File: config.mk
export PLATFORM = sky130hd
export DESIGN_NAME = fetch_ctrl_flat
export DESIGN_NICKNAME = d
export VERILOG_FILES = /design/src/rtl/fetch_ctrl_pkg.sv /design/src/rtl/fetch_ctrl_if.sv /design/src/rtl/fetch_ctrl.sv /design/src/flat_wrapper.sv
export SDC_FILE = /design/constraint.sdc
export NUM_CORES = 1
export LEC_CHECK = 0
export CAP_MARGIN = 30
export CORE_MARGIN = 2
export CORE_UTILIZATION = 43
export CTS_CLUSTER_DIAMETER = 80
export CTS_CLUSTER_SIZE = 25
export DETAILED_ROUTE_END_ITERATION = 8
export MAX_ROUTING_LAYER = met4
export PLACE_DENSITY = 0.89
export SLEW_MARGIN = 30
export SYNTH_ARGS = -nofsm -noshare
export SYNTH_HDL_FRONTEND = slang
export SYNTH_SLANG_ARGS = --single-unit
File: constraint.sdc
create_clock -name clk -period 2 [get_ports clk]
set_input_delay 0.4 -clock clk [delete_from_list [all_inputs] [get_ports clk]]
set_output_delay 0.4 -clock clk [all_outputs]
set_load 0.02 [all_outputs]
File: src/rtl/fetch_ctrl_pkg.sv
// -----------------------------------------------------------------------------
// fetch_ctrl_pkg
//
// Shared definitions for the instruction-fetch controller:
//   - bus widths (register bus and instruction address bus)
//   - the NOP word presented on inst_o whenever no live instruction is held
//   - the fetch FSM state encoding
//   - stall-vector layout (which bit holds the IF/ID stage)
//   - a helper that sizes the optional bus-wait timeout counter
//
// Optional feature macro: FETCH_TIMEOUT_EN (used by fetch_ctrl, not here).
// -----------------------------------------------------------------------------
package fetch_ctrl_pkg;

    localparam int REG_BUS_W       = 32;
    localparam int INST_ADDR_BUS_W = 32;

    typedef logic [REG_BUS_W-1:0]       reg_bus_t;
    typedef logic [INST_ADDR_BUS_W-1:0] inst_addr_t;

    // All-zero word decodes as a NOP (sll $0,$0,0).
    localparam reg_bus_t NOP_INST = 32'h0000_0000;

    // Stall vector from pipeline control; bit 1 holds the IF/ID register.
    localparam int STALL_W      = 6;
    localparam int STALL_IF_BIT = 1;

    typedef enum logic [1:0] {
        S_IDLE    = 2'd0,   // no fetch in progress, bus idle
        S_REQ     = 2'd1,   // request on the bus for the current pc
        S_HOLD    = 2'd2,   // word captured, IF/ID stalled, bus idle
        S_DISCARD = 2'd3    // flushed request still outstanding; drop its data
    } fetch_state_t;

    // Timeout counter width: wide enough for the limit, never below 8 bits.
    function automatic int cnt_width(input int cycles);
        int w;
        w = $clog2(cycles + 1);
        return (w < 8) ? 8 : w;
    endfunction

endpackage

File: src/rtl/fetch_ctrl_if.sv
// -----------------------------------------------------------------------------
// fetch_ctrl_if
//
// Instruction bus between the fetch controller (master) and the instruction
// memory / bus fabric (slave).
//
//   ibus_req    master -> slave  request; held with ibus_addr until ibus_ack
//   ibus_addr   master -> slave  word address of the requested instruction
//   ibus_ack    slave  -> master one-cycle completion pulse
//   ibus_rdata  slave  -> master fetched word, valid in the ibus_ack cycle
// -----------------------------------------------------------------------------
interface fetch_ctrl_if;
    import fetch_ctrl_pkg::*;

    logic       ibus_req;
    inst_addr_t ibus_addr;
    logic       ibus_ack;
    reg_bus_t   ibus_rdata;

    modport master (
        output ibus_req,
        output ibus_addr,
        input  ibus_ack,
        input  ibus_rdata
    );

    modport slave (
        input  ibus_req,
        input  ibus_addr,
        output ibus_ack,
        output ibus_rdata
    );

endinterface

File: src/rtl/fetch_ctrl.sv
// -----------------------------------------------------------------------------
// fetch_ctrl
//
// Instruction-fetch controller sitting between the PC register and the IF/ID
// pipeline register. Issues one bus request at a time for the current pc,
// delivers the returned word to IF/ID, and asks the pipeline to stall while a
// request is outstanding.
//
// Parameters
//   TIMEOUT_CYCLES  bus-wait cycles before a fetch error (only with
//                   FETCH_TIMEOUT_EN defined)
//
// Ports
//   clk          clock, all state on posedge
//   rst          asynchronous, active-low reset
//   pc           fetch address from the PC register
//   ce           PC chip enable; 0 = stop fetching
//   stall[5:0]   pipeline stall vector; bit 1 holds IF/ID
//   flush        branch/exception flush; kills the in-flight fetch
//   ibus         instruction bus (fetch_ctrl_if.master)
//   inst_o       instruction to IF/ID (NOP when inst_valid is low)
//   inst_valid   inst_o carries a live instruction
//   stallreq_if  combinational stall request to pipeline control
//   fetch_err    one-cycle bus-timeout pulse
//
// Configuration
//   FETCH_TIMEOUT_EN  defined: a wait counter aborts a request after
//                     TIMEOUT_CYCLES cycles without ibus_ack and pulses
//                     fetch_err. Undefined: fetch_err is tied low and the
//                     controller waits indefinitely.
// -----------------------------------------------------------------------------
module fetch_ctrl
    import fetch_ctrl_pkg::*;
#(
    parameter int TIMEOUT_CYCLES = 255
) (
    input  logic                clk,
    input  logic                rst,
    input  inst_addr_t          pc,
    input  logic                ce,
    input  logic [STALL_W-1:0]  stall,
    input  logic                flush,
    fetch_ctrl_if.master        ibus,
    output reg_bus_t            inst_o,
    output logic                inst_valid,
    output logic                stallreq_if,
    output logic                fetch_err
);

    fetch_state_t state_reg;
    inst_addr_t   addr_reg;         // address frozen while discarding
    reg_bus_t     inst_reg;
    logic         inst_valid_reg;

    logic         if_hold;          // IF/ID is being held by the pipeline
    logic         timeout_hit;      // current wait has reached the limit

    assign if_hold = stall[STALL_IF_BIT];

    // Only the IF/ID hold bit matters to instruction fetch.
    logic unused_stall_bits;
    assign unused_stall_bits = ^{stall[STALL_W-1:STALL_IF_BIT+1],
                                 stall[STALL_IF_BIT-1:0]};

    // -------------------------------------------------------------------------
    // Bus outputs. In REQ the address follows pc directly: the PC register is
    // held by stallreq_if until the ack, and on the ack cycle the pipeline
    // advances so the next pc is presented on the very next cycle
    // (zero-wait back-to-back fetch). In DISCARD pc has already moved to the
    // flush target, so the old address comes from addr_reg.
    // -------------------------------------------------------------------------
    assign ibus.ibus_req  = (state_reg == S_REQ) || (state_reg == S_DISCARD);
    assign ibus.ibus_addr = (state_reg == S_REQ)     ? pc       :
                            (state_reg == S_DISCARD) ? addr_reg :
                                                       '0;

    // Stall while waiting for the bus; HOLD never requests a stall since the
    // pipeline itself is the one holding.
    assign stallreq_if = ((state_reg == S_REQ) && !ibus.ibus_ack) ||
                         (state_reg == S_DISCARD);

    assign inst_valid = inst_valid_reg;
    assign inst_o     = inst_valid_reg ? inst_reg : NOP_INST;

    // -------------------------------------------------------------------------
    // Optional bus-wait timeout
    // -------------------------------------------------------------------------
`ifdef FETCH_TIMEOUT_EN
    localparam int CNT_W = cnt_width(TIMEOUT_CYCLES);

    logic [CNT_W-1:0] wait_cnt_reg;
    logic             fetch_err_reg;
    logic             waiting;
    logic             cnt_clear;

    assign waiting     = ((state_reg == S_REQ) || (state_reg == S_DISCARD)) &&
                         !ibus.ibus_ack;
    assign timeout_hit = waiting &&
                         (wait_cnt_reg == CNT_W'(TIMEOUT_CYCLES - 1));

    // A REQ -> DISCARD move starts a fresh wait, as does any completed or
    // aborted request; IDLE/HOLD keep the counter at zero.
    assign cnt_clear = !waiting || timeout_hit ||
                       ((state_reg == S_REQ) && flush);

    always_ff @(posedge clk or negedge rst) begin
        if (!rst) begin
            wait_cnt_reg  <= '0;
            fetch_err_reg <= 1'b0;
        end else begin
            fetch_err_reg <= timeout_hit;
            if (cnt_clear) begin
                wait_cnt_reg <= '0;
            end else begin
                wait_cnt_reg <= wait_cnt_reg + CNT_W'(1);
            end
        end
    end

    assign fetch_err = fetch_err_reg;
`else
    assign timeout_hit = 1'b0;
    assign fetch_err   = 1'b0;

    // Parameter only matters when the timeout is built in.
    logic [31:0] unused_timeout_cfg;
    assign unused_timeout_cfg = 32'(TIMEOUT_CYCLES);
`endif

    // -------------------------------------------------------------------------
    // Fetch FSM
    // -------------------------------------------------------------------------
    always_ff @(posedge clk or negedge rst) begin
        if (!rst) begin
            state_reg      <= S_IDLE;
            addr_reg       <= '0;
            inst_reg       <= NOP_INST;
            inst_valid_reg <= 1'b0;
        end else begin
            case (state_reg)
                S_IDLE: begin
                    // A stray ack here (e.g. from a request abandoned by
                    // reset) is ignored.
                    inst_valid_reg <= 1'b0;
                    if (ce) begin
                        state_reg <= S_REQ;
                    end
                end

                S_REQ: begin
                    if (!ce) begin
                        state_reg      <= S_IDLE;
                        inst_valid_reg <= 1'b0;
                    end else if (timeout_hit) begin
                        // Abandon this attempt and re-issue for current pc.
                        state_reg      <= S_REQ;
                        inst_valid_reg <= 1'b0;
                    end else if (ibus.ibus_ack) begin
                        if (flush) begin
                            // Word belongs to the squashed path.
                            inst_valid_reg <= 1'b0;
                        end else begin
                            inst_reg       <= ibus.ibus_rdata;
                            inst_valid_reg <= 1'b1;
                            if (if_hold) begin
                                state_reg <= S_HOLD;
                            end
                        end
                    end else if (flush) begin
                        // Bus still owes us a word for the old address.
                        state_reg      <= S_DISCARD;
                        addr_reg       <= pc;
                        inst_valid_reg <= 1'b0;
                    end else begin
                        // Waiting: the previous word was consumed by IF/ID
                        // on the ack cycle, so present a bubble.
                        inst_valid_reg <= 1'b0;
                    end
                end

                S_HOLD: begin
                    if (!ce) begin
                        state_reg      <= S_IDLE;
                        inst_valid_reg <= 1'b0;
                    end else if (flush) begin
                        state_reg      <= S_REQ;
                        inst_valid_reg <= 1'b0;
                    end else if (!if_hold) begin
                        // IF/ID takes the held word on this edge; clearing
                        // valid keeps it from being delivered twice.
                        state_reg      <= S_REQ;
                        inst_valid_reg <= 1'b0;
                    end
                end

                S_DISCARD: begin
                    // Must see the ack (or give up) before doing anything
                    // else, even if ce drops meanwhile.
                    inst_valid_reg <= 1'b0;
                    if (ibus.ibus_ack || timeout_hit) begin
                        state_reg <= ce ? S_REQ : S_IDLE;
                    end
                end

                default: begin
                    state_reg      <= S_IDLE;
                    inst_valid_reg <= 1'b0;
                end
            endcase
        end
    end

endmodule
File: src/flat_wrapper.sv
// flat-port wrapper written by rule: the top's interface ports become plain ports
module fetch_ctrl_flat import fetch_ctrl_pkg::*;
#(
    parameter int TIMEOUT_CYCLES = 255
)
  (clk, rst, pc, ce, stall, flush, inst_o, inst_valid, stallreq_if, fetch_err, ibus_ibus_req, ibus_ibus_addr, ibus_ibus_ack, ibus_ibus_rdata);
  fetch_ctrl_if ibus_i ();
  input  logic clk;
  input  logic rst;
  input  inst_addr_t pc;
  input  logic ce;
  input  logic [STALL_W-1:0] stall;
  input  logic flush;
  output reg_bus_t inst_o;
  output logic inst_valid;
  output logic stallreq_if;
  output logic fetch_err;
  output wire logic [$bits(ibus_i.ibus_req)-1:0] ibus_ibus_req;
  output wire logic [$bits(ibus_i.ibus_addr)-1:0] ibus_ibus_addr;
  input wire logic [$bits(ibus_i.ibus_ack)-1:0] ibus_ibus_ack;
  input wire logic [$bits(ibus_i.ibus_rdata)-1:0] ibus_ibus_rdata;
  assign ibus_ibus_req = ibus_i.ibus_req;
  assign ibus_ibus_addr = ibus_i.ibus_addr;
  assign ibus_i.ibus_ack = ibus_ibus_ack;
  assign ibus_i.ibus_rdata = ibus_ibus_rdata;
  fetch_ctrl #(.TIMEOUT_CYCLES(TIMEOUT_CYCLES)) u_core (.clk(clk), .rst(rst), .pc(pc), .ce(ce), .stall(stall), .flush(flush), .ibus(ibus_i), .inst_o(inst_o), .inst_valid(inst_valid), .stallreq_if(stallreq_if), .fetch_err(fetch_err));
endmodule
# Word level (Yosys, flattened, before mapping)
# Index checks and enable logic that the tools add are counted.
[totals]
latch_bits = 0
elab_cells = 46
output_inout_bits = 68
mem_count = 0
regBits = 67
romBits = 0
in_bits = 75
mem_bits_rw = 0
[classes]
magnitude_cmp = 0
n_eq_ne = 9
n_mux = 22
div_mod_pow = 0
n_shift = 0
n_bitwise = 2
n_reduce_logical = 9
n_mul = 0
add_sub_neg = 0
[ops]
columns = ["cell", "count"]
rows = [
  ["2-to-1 mux 32 bit", 3],
  ["2-to-1 mux 2 bit", 10],
  ["!= test 4 bit, second input constant", 4],
  ["case mux 2 bit (4 select lines)", 1],
  ["AND reduction 4 bit", 2],
  ["2-to-1 mux 1 bit", 7],
  ["AND reduction 6 bit", 1],
  ["equality test 2 bit, second input constant", 2],
  ["!= test 2 bit, second input constant", 2],
  ["case mux 1 bit (3 select lines)", 1],
  ["equality test 2 x 1 -> 1 bit, second input constant", 1],
  ["logical NOT 2 bit", 1],
  ["logical OR 1 bit", 2],
  ["NOT 1 bit", 2],
  ["OR reduction 2 bit", 1],
  ["logical AND 1 bit", 1],
  ["logical NOT 1 bit", 1],
]

# Logic depth before layout (Yosys ltp)
[logic_depth]
word_depth = 5
ltp_mapped = 4
ltp_nobuf = 3

# Worst setup path before layout
# No wires, ideal clock.
[synth_timing]
kind = "reg2out"
from = "reg u_core.state_reg[1]"
to = "out ibus_ibus_addr[10]"
path_buffers = 2
slack_ps = 279
required_time_ps = 1600
arrival_time_ps = 1321
path_stages_with_launch = 5
cell_sequence = "dfrtp_1 > buf_2 > buf_2 > mux2i_1 > nor2b_1"
[synth_between]
elab_chain_cells = 3
elab_cells_between_ends = 4
classes_between = "eq/ne: 2; mux: 2"
[synth_rtl]
columns = ["element", "line", "source"]
rows = [
  ["from (decl)", "fetch_ctrl.sv:50", "fetch_state_t state_reg;"],
  ["from (signal assigned)", "fetch_ctrl.sv:201", "state_reg <= ce ? S_REQ : S_IDLE;"],
  ["equality test 2 bit", "fetch_ctrl.sv:74", "(state_reg == S_DISCARD) ? addr_reg :"],
  ["2-to-1 mux 32 bit", "fetch_ctrl.sv:74", ""],
  ["2-to-1 mux 32 bit (*)", "fetch_ctrl.sv:73", "assign ibus.ibus_addr = (state_reg == S_REQ) ? pc :"],
  ["to (decl)", "flat_wrapper.sv:19", "output wire logic [$bits(ibus_i.ibus_addr)-1:0] ibus_ibus_addr;"],
]
# Every way passes the cells marked *; elsewhere a longest branch is shown, timed or not.

# Final worst setup path
# Same ends and word-level chain as after synthesis.

==> summary.txt <==
Floorplan
  – Die Ht: about 93 um
  – Die X: 92.8 um
  – Row Count: 32
  – Io pins: between 100 and 150
  – Starting density of the core: between 40% and 50%
  – Core area: a little under 0.008 mm^2
  – Die area: about 0.0086 mm^2

Layout
  – Most frequent cells in the layout: clkdlybuf4s50_1 (69), dfrtp_1 (66), mux2_2 (60)
  – Post-layout nets: approximately 490
  – Post-layout util: between 60% and 70%
  – P&R area growth vs syn: 49.1%
  – Commonest non-fill, non-tap cell in the layout: clkdlybuf4s50_1
  – Share of cells above drive strength 1: roughly a quarter
  – Antenna cells: 0

Logic synthesis
  – Synth top area share: between 40 and 50%
  – Synth top area cells: dfrtp_1 (49%), mux2_2 (20%), mux2i_1 (9.4%), and2_1 (6.1%), nor2b_1 (5.9%)
  – XOR/XNOR Fraction of Synth Area: 0%
  – Sequential share of the synthesized area: 49.4%
  – Main combinational cell family by area after synthesis: multiplexers
  – Post-synthesis mux area share: between 30 and 40%
  – Synth area leader: dfrtp_1
  – Synthesized area per cell: around 13 um^2
  – Adder-Cell Fraction of Synth Area: 0%
  – Synth Warn #: 0
  – Post-Synthesis Cells: between 200 and 300
  – Synth Net Count: 341
  – Distinct cells, synth: 25
  – Compound-Gate Fraction of Synth Area: under 10%
  – Register bit total from synthesis: 67
  – Simple-Gate Fraction of Synth Area: 14.6%
  – Post-Syn Area: approximately 0.0034 mm^2

Timing
  – Worst rel slew slack: between 60% and 70%
  – Fraction of the cycle the final worst path needs: a little over nine tenths
  – Final worst setup slack: between 0.02 and 0.025 ns
  – RSZ-0062 raised after global routing: true
  – Minimum clock period: 1.98 ns
  – Layout Skew: ~0.010 ns
  – Final-report hold violation count: 0
  – Hold Slack: ~0.054 ns
  – Max Slew Vio Count: 0
  – # setup viols final: 0
  – Worst slew pin tran: around 0.56 ns
  – Fmax: around 510 MHz

Setup path
  – Critical-path cell list: buf_12, mux2i_1, nor2b_1, dlygate4sd2_1
  – Slowest cell on the critical path: dfrtp_2
  – CP Launch Type: flop
  – Worst EP arrival: 1.58 ns
  – Cell family with most CP delay: buffers and inverters
  – FF-to-FF Start: u_core.state_reg[1]
  – Critical Path RT: about 1.6 ns
  – Crit path buf inv count: 2
  – Critical Path Max Stage Delay: around 0.42 ns
  – Critical path type: flop to output port
  – Reg2Reg Capture Point: u_core.inst_reg[25]
  – CP max FO: 20
  – Crit. End Element: output port
  – Reg2Reg Setup Slack: ~0.16 ns
  – FF-to-FF path depth: 6

Placement
  – Number of I/O port buffers: 136
  – Final Wtd Congestion: between 0.7 and 0.8
  – Pre-CTS setup slack: -0.120 ns
  – Detailed Place HPWL: 5.72 mm

Clocking
  – TritonCTS clock tree: yes
  – Reg clk slew, reported paths: roughly 0.080 ns
  – TritonCTS Sinks: between 60 and 70
  – Root Buffer: clkbuf_8
  – CTS buffer count: 9
  – Latest clock arrival within the worst-skew pair: around 0.33 ns
  – Clock buffer depth: 2
  – Hold buffer count at cts: 0
  – Htree depth: 3

Global route
  – Largest net degree at the start of global routing: just over 40
  – Gr ovfl total: 0
  – Vias in the first global route: 2621
  – GRT Overall Usage: a little under a fifth
  – First-pass GRT wire length: about 13 mm
  – Antenna violations before repair: 0

Drt
  – Drt via density: just under 5
  – 1st-iter DRT viols: around 110
  – WL/cell: 15.1 um
  – DRT Wirelength: between 7 and 8 mm
  – Vias after detailed routing: 2515
  – Antenna Nets Post-Route: 0
  – TritonRoute pass-1 iters: 4
  – Drt drc: 0

Pwr
  – Worst ir drop on vdd: approximately 500 uV
  – Pleak: 2.27 nW
  – Seq pwr share: a little under half
  – Part of the power in the clock network: a little over a quarter
  – Gate power share: 27.7%
  – Switching Share: between 20% and 30%
  – Net Sw Power: between 1 and 1.5 mW
  – Pwr/cell area: roughly 850 mW/mm^2
  – Total power: about 4.3 mW
  – P_int: 3.08 mW

Job
  – Max cap viols: 0

Status
  – Status: finished clean

Hold path
  – Type of the worst min-delay path: input pin to asynchronous set/reset pin
-- layout make-up --
| class | instances | area, um^2 |
|---|---|---|
| clock buffer | 11 | 141 |
| clock inverter | 5 | 61.3 |
| fill | 632 | 2630 |
| inverter | 3 | 11.3 |
| multi-input combinational | 177 | 1590 |
| sequential | 67 | 1680 |
| tap | 102 | 128 |
| timing repair buffer | 152 | 1450 |
-- cell usage after synthesis, drive strengths merged --
library cell and count:
clkbuf 8, a31o 1, nor2b 32, a21oi 2, nor4b 1, inv 3, mux2i 32, and2 33
nor4bb 2, buf 11, mux2 64, conb 1, o22ai 1, nand3b 1, o21ai 1, nor3 1
dfrtp 67, nand3 1, nand2 2, nand2b 1, o211ai 1
-- per-layer routing --
metal / global-route usage (%) / part of all wire [%]
met5: - / 0
met2: 33.7 / 55
met3: 2.93 / 3.9
met1: 21.5 / 40
met4: 6.74 / 1.0
-- timing repair --
action	4_1_cts	5_1_grt
cloned	0	0
resized for setup	67	36
setup endpoints to repair	66	25
endpoints found under the hold margin	0	0
pin swaps	0	0
buffers inserted	0	0
-- logic make-up after synthesis --
family / count (synthesis)
flip-flops: 67
other: 1
multiplexers: 96
AO/OA/AOI/OAI: 6
buffers and inverters: 22
AND/OR/NAND/NOR: 74
-- power groups by stage --
stage / logic [mW] / clock network [mW] / registers [mW]
final: 1.19 / 1.14 / 1.97
after global placement: 1.25 / 0 / 1.95
after floorplan: 0.775 / 0 / 1.92
after CTS: 1.21 / 1.17 / 1.96
after detailed placement: 1.29 / 0 / 1.99
after global routing: 1.29 / 1.23 / 2.02
-- worst max path at each step --
stage | start | to | slack [ns] | cells after the start
2_1_floorplan | u_core.state_reg[1] | ibus_ibus_addr[10] | 0.28 | 4
3_3_place_gp | pc[12] | ibus_ibus_addr[12] | -0.1 | 4
3_5_place_dp | pc[15] | ibus_ibus_addr[15] | -0.12 | 4
4_1_cts | u_core.state_reg[1] | ibus_ibus_addr[10] | -0.01 | 4
5_1_grt | u_core.state_reg[1] | ibus_ibus_addr[10] | -0.04 | 4
6_report | u_core.state_reg[1] | ibus_ibus_addr[10] | 0.02 | 4
-- worst register-to-register path: stages, from the launching register on --
cell and delay [ns]:
dfrtp_2 0.44, buf_12 0.17, nand2b_1 0.15, buf_4 0.14
nor3_4 0.26, buf_12 0.21, mux2_2 0.35
-- stage by stage --
step           std cells  setup TNS (ns)  area, um^2
4_1_cts              517         -0.0112        5080
3_3_place_gp         501           -3.10        4960
3_5_place_dp         501           -5.27        4960
6_report             517               0        5050
5_1_grt              517         -0.0560        5050
2_1_floorplan        266               0        3390
(Power assumes the default switching activity.)
